**config.mk**
```make
export PLATFORM = sky130hd
export DESIGN_NAME = shift_sub_divider
export DESIGN_NICKNAME = d
export VERILOG_FILES = /design/src/rtl/shift_sub_divider.sv
export SDC_FILE = /design/constraint.sdc
export NUM_CORES = 1
export LEC_CHECK = 0
export ABC_AREA = 1
export BUFFER_PORTS_ARGS = -buffer_cell sky130_fd_sc_hd__buf_2
export CAP_MARGIN = 20
export CORE_AREA = 2 2 111 113
export DETAILED_ROUTE_END_ITERATION = 10
export DIE_AREA = 0 0 113 115
export PLACE_DENSITY_LB_ADDON = 0.2
export SETUP_SLACK_MARGIN = 0.15
export SYNTH_ARGS = -nofsm -noshare
export SYNTH_HDL_FRONTEND = slang
export SYNTH_SLANG_ARGS = --single-unit
```
**constraint.sdc**
```tcl
create_clock -name clk -period 1.6 [get_ports clk]
set_input_delay 0.08 -clock clk [delete_from_list [all_inputs] [get_ports clk]]
set_output_delay 0.08 -clock clk [all_outputs]
set_load 0.03 [all_outputs]
```
**src/rtl/shift_sub_divider.sv**
```systemverilog
// Restoring shift/subtract divider, one quotient bit per cycle.
// Define SHIFT_SUB_DIVIDER_SIGNED_EN for two's-complement operands.
module shift_sub_divider #(
    parameter int WORD_LENGTH = 8
) (
    input  logic                   clk,
    input  logic                   rst,
    input  logic                   start,
    input  logic [WORD_LENGTH-1:0] dividend,
    input  logic [WORD_LENGTH-1:0] divisor,
    output logic [WORD_LENGTH-1:0] quotient,
    output logic [WORD_LENGTH-1:0] remainder,
    output logic                   busy,
    output logic                   done,
    output logic                   div_by_zero
);

    localparam int W  = WORD_LENGTH;
    localparam int CW = $clog2(W + 1);

    typedef enum logic [1:0] {
        IDLE,
        RUN,
        DONE
    } state_t;

    state_t        state;
    logic [CW-1:0] cnt;
    logic [W-1:0]  rem_r;
    logic [W-1:0]  dq_r;
    logic [W-1:0]  dvs_r;

    logic [W-1:0]  dvd_mag;
    logic [W-1:0]  dvs_mag;
    logic [W:0]    shifted;
    logic [W:0]    diff;
    logic          fits;
    logic [W-1:0]  step_rem;
    logic [W-1:0]  step_q;
    logic [W-1:0]  fix_q;
    logic [W-1:0]  fix_r;

`ifdef SHIFT_SUB_DIVIDER_SIGNED_EN
    logic q_neg;
    logic r_neg;

    assign dvd_mag = dividend[W-1] ? -dividend : dividend;
    assign dvs_mag = divisor[W-1]  ? -divisor  : divisor;
    assign fix_q   = q_neg ? -step_q   : step_q;
    assign fix_r   = r_neg ? -step_rem : step_rem;
`else
    assign dvd_mag = dividend;
    assign dvs_mag = divisor;
    assign fix_q   = step_q;
    assign fix_r   = step_rem;
`endif

    // Partial remainder stays below the divisor, so a set top bit of
    // the shifted value always means the subtraction fits.
    assign shifted  = {rem_r, dq_r[W-1]};
    assign diff     = shifted - {1'b0, dvs_r};
    assign fits     = shifted[W] | ~diff[W];
    assign step_rem = fits ? diff[W-1:0] : shifted[W-1:0];
    assign step_q   = {dq_r[W-2:0], fits};

    always_ff @(posedge clk) begin
        if (rst) begin
            state       <= IDLE;
            cnt         <= '0;
            rem_r       <= '0;
            dq_r        <= '0;
            dvs_r       <= '0;
            quotient    <= '0;
            remainder   <= '0;
            busy        <= 1'b0;
            done        <= 1'b0;
            div_by_zero <= 1'b0;
`ifdef SHIFT_SUB_DIVIDER_SIGNED_EN
            q_neg       <= 1'b0;
            r_neg       <= 1'b0;
`endif
        end else begin
            unique case (state)
                IDLE: begin
                    done <= 1'b0;
                    if (start) begin
                        busy <= 1'b1;
                        if (divisor == '0) begin
                            quotient    <= '1;
                            remainder   <= dividend;
                            div_by_zero <= 1'b1;
                            done        <= 1'b1;
                            state       <= DONE;
                        end else begin
                            dq_r  <= dvd_mag;
                            dvs_r <= dvs_mag;
                            rem_r <= '0;
                            cnt   <= CW'(W);
                            state <= RUN;
`ifdef SHIFT_SUB_DIVIDER_SIGNED_EN
                            q_neg <= dividend[W-1] ^ divisor[W-1];
                            r_neg <= dividend[W-1];
`endif
                        end
                    end
                end
                RUN: begin
                    rem_r <= step_rem;
                    dq_r  <= step_q;
                    cnt   <= cnt - CW'(1);
                    if (cnt == CW'(1)) begin
                        quotient    <= fix_q;
                        remainder   <= fix_r;
                        div_by_zero <= 1'b0;
                        done        <= 1'b1;
                        state       <= DONE;
                    end
                end
                DONE: begin
                    done  <= 1'b0;
                    busy  <= 1'b0;
                    state <= IDLE;
                end
                default: begin
                    done  <= 1'b0;
                    busy  <= 1'b0;
                    state <= IDLE;
                end
            endcase
        end
    end

endmodule

```
==> results of run 1 <==
[placed cells by master (no fill, tap or decap), drive strengths merged]
cell type  count
nor3           3
fa             1
nand3         35
o21bai         1
or2            2
clkbuf         7
a211oi         1
a21oi         28
o21ai         31
dfxtp         49
nand4          4
nor2          53
xnor2          1
xor2           3
nand2         88
ha            10
buf           85
clkinvlp       1
inv           71
clkinv         1
[metrics by stage]
stage	util, %	total power, µW
finish	31.3	4130
global route	31.3	4420
global placement	27.0	2850
floorplan	-	2410
detailed placement	27.0	2850
CTS	30.0	4070
[power by group through the flow]
stage / logic (µW) / registers, µW / clock network, µW
global route: 1810 / 1470 / 1140
floorplan: 815 / 1590 / 0
finish: 1630 / 1450 / 1050
CTS: 1550 / 1450 / 1080
global placement: 1380 / 1470 / 0
detailed placement: 1380 / 1470 / 0
[worst paths after layout]
check / startpoint / end / slack [ns] / depth (start not counted)
setup / recovery: dq_r[7] / remainder[2] / -0.13 / 13
hold / removal: divisor[3] / dvs_r[3] / 0.09 / 3
setup reg to reg: dq_r[7] / remainder[2] / -0.13 / 13
hold reg to reg: div_by_zero / div_by_zero / 0.47 / 2
[timing repair]
action | CTS | global route
setup buffers | 10 | 3
gates cloned | 2 | 1
pin swaps | 11 | 6
gates resized for setup | 34 | 32
setup endpoints to repair | 27 | 33
[state kept, by name, indices dropped and copies added, names as in the netlist]
name / flops
busy: 1
cnt: 4
div_by_zero: 1
done: 1
dq_r: 8
dvs_r: 8
quotient: 8
rem_r: 8
remainder: 8
state: 2
[layout make-up]
| class | instances | area, µm² |
|---|---|---|
| clock buffer | 7 | 133 |
| clock inverter | 1 | 7.51 |
| fill | 1339 | 8110 |
| inverter | 69 | 272 |
| multi-input combinational | 261 | 1480 |
| sequential | 49 | 990 |
| tap | 147 | 184 |
| timing repair buffer | 85 | 597 |
| timing repair inverter | 3 | 36.3 |
[tightest hold or removal path, stage by stage]
cell and delay, ns:
sky130_fd_sc_hd__buf_2 0.11, sky130_fd_sc_hd__nor2_1 0.10, sky130_fd_sc_hd__a211oi_1 0.04
[cells by family after synthesis]
logic type | count (synthesis)
AND/OR/NAND/NOR | 185
buffers and inverters | 85
AO/OA/AOI/OAI | 61
flip-flops | 49
adder cells (fa/ha/maj) | 11
XOR/XNOR | 4
[metal layers]
layer / vias to the layer above / part of all wire [%] / global-route usage (%)
li1: 1393 / - / -
met1: 1143 / 53 / 16.7
met2: 41 / 43 / 17.9
met3: 2 / 3.7 / 2.16
met4: 0 / 0.51 / 2.44
met5: - / 0 / 0
==> results.sh, run 1 <==
export IMPL_cpMostUsedCell="sky130_fd_sc_hd__nand2_1"
export IMPL_achievable_frequency_ghz=0.580
export IMPL_synth_async_reset_ratio_pct=0
export IMPL_tritoncts_num_buffers=5
export IMPL_wl_um=7310
export IMPL_postLayoutCellArea_mm2=0.00370
export IMPL_power_internal_uw=2620
export IMPL_power_frac_clock_pct=25.4
export IMPL_drv_slew=0
export IMPL_comb_power_share_pct=39.5
export IMPL_postPlaceCellArea_mm2=0.00319
export IMPL_swShare_pct=36.6
export IMPL_startpoint_type="register"
export IMPL_antennaDiodeCount=0
export IMPL_leakagePower_uw=0.00191
export IMPL_period_minus_slack_ns=1.73
export IMPL_post_place_cells=598
export IMPL_die_area_mm2=0.0130
export IMPL_post_synth_main_area_contributors="sky130_fd_sc_hd__dfxtp_1 37%, sky130_fd_sc_hd__nand2_1 12%, sky130_fd_sc_hd__inv_1 9.5%, sky130_fd_sc_hd__nor2_1 7.1%, sky130_fd_sc_hd__nand3_1 6.4%"
export IMPL_post_drt_via_cell_ratio=4.15
export IMPL_final_layout_size_suffix_gt1_share_pct=31.6
export IMPL_area_added_between_synthesis_and_finish_pct=40.2
export IMPL_io_pins=38
export IMPL_end_kind="register"
export IMPL_syn_area_mm2=0.00264
export IMPL_synth_enable_flop_cells=0
export IMPL_clkTransAtPathRegs_ns=0.07
export IMPL_finish_net_count=504
export IMPL_setup_crit_path_kind="register to register"
export IMPL_ys_warn_count=0
export IMPL_cts_hold_buffers=0
export IMPL_synth_mux_area_share_pct=0
export IMPL_grt_pass1_vias=2409
export IMPL_setup_slack_ns=-0.125
export IMPL_critical_path_max_stage_delay_ns=0.33
export IMPL_synth_distinct_cells=29
export IMPL_cts_root_buffer="sky130_fd_sc_hd__clkbuf_16"
export IMPL_totalNegativeSetupSlack_ns=-1.84
export IMPL_tritoncts_clock_tree="yes"
export IMPL_place_worst_setup_slack_ns=-0.149
export IMPL_synth_compound_gate_area_share_pct=11.9
export IMPL_timing_critical_path_fanout_max=3
export IMPL_drc=7
export IMPL_power_switching_uw=1510
export IMPL_synth_largest_type_area_fraction_pct=37.2
export IMPL_cts_max_level=2
export IMPL_clock_sink_count=49
export IMPL_synthCells=395
export IMPL_final_cells=622
export IMPL_synthMostInstantiatedCell="sky130_fd_sc_hd__nand2_1"
export IMPL_synth_yosys_seq_area_share_pct=37.2
export IMPL_leftover_overflow_at_the_end_of_global_routing=0
export IMPL_power_ir_vdd_worst_v=0.000410
export IMPL_final_hold_violations=0
export IMPL_finalHoldWorstSlack_ns=0.0872
export IMPL_core_rowCount=40
export IMPL_class_of_the_worst_hold_path="input pin to register"
export IMPL_worst_slew_pin_transition_ns=0.338
export IMPL_dominant_combinational_cell_family_by_area_after_synthesis="simple AND/OR/NAND/NOR gates"
export IMPL_gp_routability_congestion=0.757
export IMPL_grt_pass1_wl_um=12000
export IMPL_timing_max_slew_rel_slack_pct=77.5
export IMPL_cp_buffers_inverters=4
export IMPL_detail_route_antenna_nets=0
export IMPL_violations="design-rule violations, negative setup slack"
export IMPL_unrepaired_setup_endpoints_after_global_routing="true"
export IMPL_ctsLongestPathBuffers=2
export IMPL_detailed_routing_iterations_pass_1=7
export IMPL_finClkSkew_ns=0.00421
export IMPL_port_buffer_count=37
export IMPL_drtIter0Drc=106
export IMPL_cell_taking_the_most_area_after_synthesis="sky130_fd_sc_hd__dfxtp_1"
export IMPL_synth_top_cells_by_count="85 x sky130_fd_sc_hd__nand2_1, 67 x sky130_fd_sc_hd__inv_1, 50 x sky130_fd_sc_hd__nor2_1, 49 x sky130_fd_sc_hd__dfxtp_1, 34 x sky130_fd_sc_hd__nand3_1"
export IMPL_core_area_mm2=0.0118
export IMPL_grt_start_max_net_pins=32
export IMPL_routed_via_count=2579
export IMPL_grt_antenna_before_repair=0
export IMPL_clk_insertion_delay_late_ns=0.28
export IMPL_mappedNetlistNets=425
export IMPL_die_w_um=113
export IMPL_period_share_pct=108
export IMPL_timing_critical_path_arrival_ns=1.91
export IMPL_register_bit_total_from_synthesis=49
export IMPL_power_share_sequential_pct=35.1
export IMPL_power_density_of_the_placed_cells_mw_per_mm2=1120
export IMPL_maxCapViolCount=0
export IMPL_post_synth_and_or_nand_nor_area_fraction_pct=30.0
export IMPL_run_status="finished, violations left"
export IMPL_critical_path_top_delay_family="simple AND/OR/NAND/NOR gates"
export IMPL_crit_chain="inv_2 > ha_4 > inv_2 > fa_2 > nand2_1 > nand2_1 > nand3_2 > nand2_2 > buf_4 > nand4_1 > nand3_1 > nand2_1 > inv_1"
export IMPL_postSynth_topFlopCell="sky130_fd_sc_hd__dfxtp_1"
export IMPL_die_h_um=115
export IMPL_setup_viol_count_final=18
export IMPL_timing_critical_path_required_ns=1.79
export IMPL_detailed_place_hpwl_um=5050
export IMPL_initial_utilization_pct=22.3
export IMPL_slowest_stage="sky130_fd_sc_hd__dfxtp_2"
export IMPL_synth_adder_area_share_pct=5.50
export IMPL_globalRouteTotalUtil_pct=11.5
export IMPL_average_instance_area_after_synthesis_um2=6.68
export IMPL_synth_xor_area_share_pct=1.33
export IMPL_avgRoutedWirePerCell_um=11.8
Power figures use the tool's default switching activity.
==> inputs of run 2 (changes only) <==
- BUFFER_PORTS_ARGS: -buffer_cell sky130_fd_sc_hd__buf_2 -> default
- CTS_CLUSTER_SIZE: default -> 28
- DONT_BUFFER_PORTS: default -> 1
==> run 2 against run 1 <==
  * The run ends with design-rule violations, negative hold slack, negative setup slack left
  * Die area is the same
  * First-iteration DRC count fell by 22%
  * Combinational power shrank 4%
  * Non-clock buffer count decreased by 26
  * Final cell count fell by 4.3%
  * Critical path type unchanged
  * Largest power group is now sequential cells
==> results.sh, run 2 (synthesis gave the netlist of run 1 again) <==
export IMPL_final_layout_size_suffix_gt1_share_pct=29.9
export IMPL_drv_slew=0
export IMPL_antennaDiodeCount=0
export IMPL_drc=7
export IMPL_layout_commonest_cell="sky130_fd_sc_hd__nand2_1"
export IMPL_clock_sink_count=49
export IMPL_timing_critical_path_arrival_ns=1.95
export IMPL_worst_slew_pin_transition_ns=0.387
export IMPL_leftover_overflow_at_the_end_of_global_routing=0
export IMPL_post_drt_via_cell_ratio=4.18
export IMPL_achievable_frequency_ghz=0.567
export IMPL_power_density_of_the_placed_cells_mw_per_mm2=1170
export IMPL_cpMostUsedCell="sky130_fd_sc_hd__nand2_2"
export IMPL_detailed_routing_iterations_pass_1=7
export IMPL_routed_via_count=2490
export IMPL_ctsLongestPathBuffers=2
export IMPL_maxCapViolCount=0
export IMPL_setup_viol_count_final=18
export IMPL_end_kind="register"
export IMPL_tritoncts_num_buffers=5
export IMPL_setup_slack_ns=-0.164
export IMPL_leakagePower_uw=0.00181
export IMPL_core_rowCount=40
export IMPL_finalHoldWorstSlack_ns=-0.136
export IMPL_finClkSkew_ns=0.00714
export IMPL_initial_utilization_pct=22.3
export IMPL_cts_hold_buffers=5
export IMPL_crit_chain="inv_2 > ha_4 > inv_4 > fa_2 > nand2_2 > nand2_2 > nand3_2 > nand2_2 > buf_4 > nand4_1 > nand3_2 > nand2_2 > inv_1"
export IMPL_timing_max_slew_rel_slack_pct=74.1
export IMPL_grt_start_max_net_pins=23
export IMPL_power_ir_vdd_worst_v=0.000508
export IMPL_final_core_util_pct=31.7
export IMPL_avgRoutedWirePerCell_um=12.7
export IMPL_setup_crit_path_kind="register to register"
export IMPL_leading_cell_types_in_the_layout_fill_and_taps_excluded="70 x sky130_fd_sc_hd__nand2_1, 63 x sky130_fd_sc_hd__inv_1, 45 x sky130_fd_sc_hd__nor2_1, 45 x sky130_fd_sc_hd__buf_4, 44 x sky130_fd_sc_hd__dfxtp_1"
export IMPL_period_share_pct=110
export IMPL_violations="design-rule violations, negative hold slack, negative setup slack"
export IMPL_clk_insertion_delay_late_ns=0.29
export IMPL_finish_net_count=477
export IMPL_port_buffer_count=0
export IMPL_die_area_mm2=0.0130
export IMPL_tritoncts_clock_tree="yes"
export IMPL_grt_antenna_before_repair=0
export IMPL_detailed_place_hpwl_um=5280
export IMPL_clkTransAtPathRegs_ns=0.07
export IMPL_core_area_mm2=0.0118
export IMPL_timing_critical_path_required_ns=1.79
export IMPL_drtIter0Drc=83
export IMPL_cts_root_buffer="sky130_fd_sc_hd__clkbuf_16"
export IMPL_unrepaired_setup_endpoints_after_global_routing="true"
export IMPL_wl_um=7530
export IMPL_critical_path_max_stage_delay_ns=0.35
export IMPL_run_status="finished, violations left"
export IMPL_gp_routability_congestion=0.805
export IMPL_cts_max_level=2
export IMPL_globalRouteTotalUtil_pct=11.8
export IMPL_class_of_the_worst_hold_path="input pin to register"
export IMPL_grt_pass1_wl_um=12300
export IMPL_die_h_um=115
export IMPL_grt_pass1_vias=2467
export IMPL_period_minus_slack_ns=1.76
export IMPL_slowest_stage="sky130_fd_sc_hd__fa_2"
export IMPL_startpoint_type="register"
export IMPL_die_w_um=113
export IMPL_detail_route_antenna_nets=0
export IMPL_area_added_between_synthesis_and_finish_pct=42.0
export IMPL_p_total_uw=4380
export IMPL_io_pins=38
export IMPL_timing_critical_path_fanout_max=3
export IMPL_final_hold_violations=17
==> run 2: final cells by class <==
type	count	area (µm²)
fill	1307	8060
tap	147	184
timing repair inverter	2	32.5
clock inverter	2	38.8
sequential	49	987
clock buffer	6	129
timing repair buffer	59	523
inverter	69	282
multi-input combinational	261	1570
==> run 2: metrics by stage <==
step / hold WS, ns / std cells / cell area, µm² / setup slack (ns) / setup TNS, ns
floorplan: 0.256 / 395 / 2660 / -0.0439 / -0.450
global route: -0.150 / 595 / 3750 / -0.276 / -4.56
detailed placement: 0.161 / 571 / 3070 / -0.158 / -2.02
global placement: 0.159 / 571 / 3070 / -0.154 / -1.83
CTS: -0.146 / 593 / 3590 / -0.112 / -1.58
finish: -0.136 / 595 / 3750 / -0.164 / -2.30
==> run 2: path summary, 6_finish.rpt <==
check | depth (start not counted) | slack (ns) | start | endpoint
max | 13 | -0.16 | dq_r[7] | rem_r[0]
min | 1 | -0.14 | rst | cnt[1]
min reg2reg | 2 | 0.47 | cnt[1] | cnt[1]
max reg2reg | 13 | -0.16 | dq_r[7] | rem_r[0]
==> run 2: timing repair <==
action | CTS | global route
pin swaps | 22 | 24
setup buffers | 7 | 2
gates cloned | 2 | 0
endpoints found under the setup margin | 27 | 39
endpoints found under the hold margin | 22 | 17
resized for setup | 52 | 38
==> run 2: metal layers <==
layer / vias up / track usage, % / share of wire [%] / routed length (µm)
met4: 0 / 2.68 / 0.61 / 46
met1: 1108 / 16.6 / 50 / 3770
li1: 1331 / - / - / -
met2: 49 / 18.6 / 44 / 3280
met5: - / 0 / 0 / 0
met3: 2 / 2.74 / 5.8 / 437
==> run 2: report_power, final <==
part           total, µW  internal (µW)  switching (µW)
Clock               1220            742             481
Combinational       1560            697             868
Sequential          1590           1370             219
Total               4380           2810            1570
==> run 2: worst max-delay path, delay by kind of cell (launching register included) <==
| kind | cells | cell delay [ns] |
|---|---|---|
| AND/OR/NAND/NOR | 7 | 0.57 |
| adder cells (fa/ha/maj) | 2 | 0.48 |
| flip-flops | 1 | 0.32 |
| buffers and inverters | 4 | 0.27 |
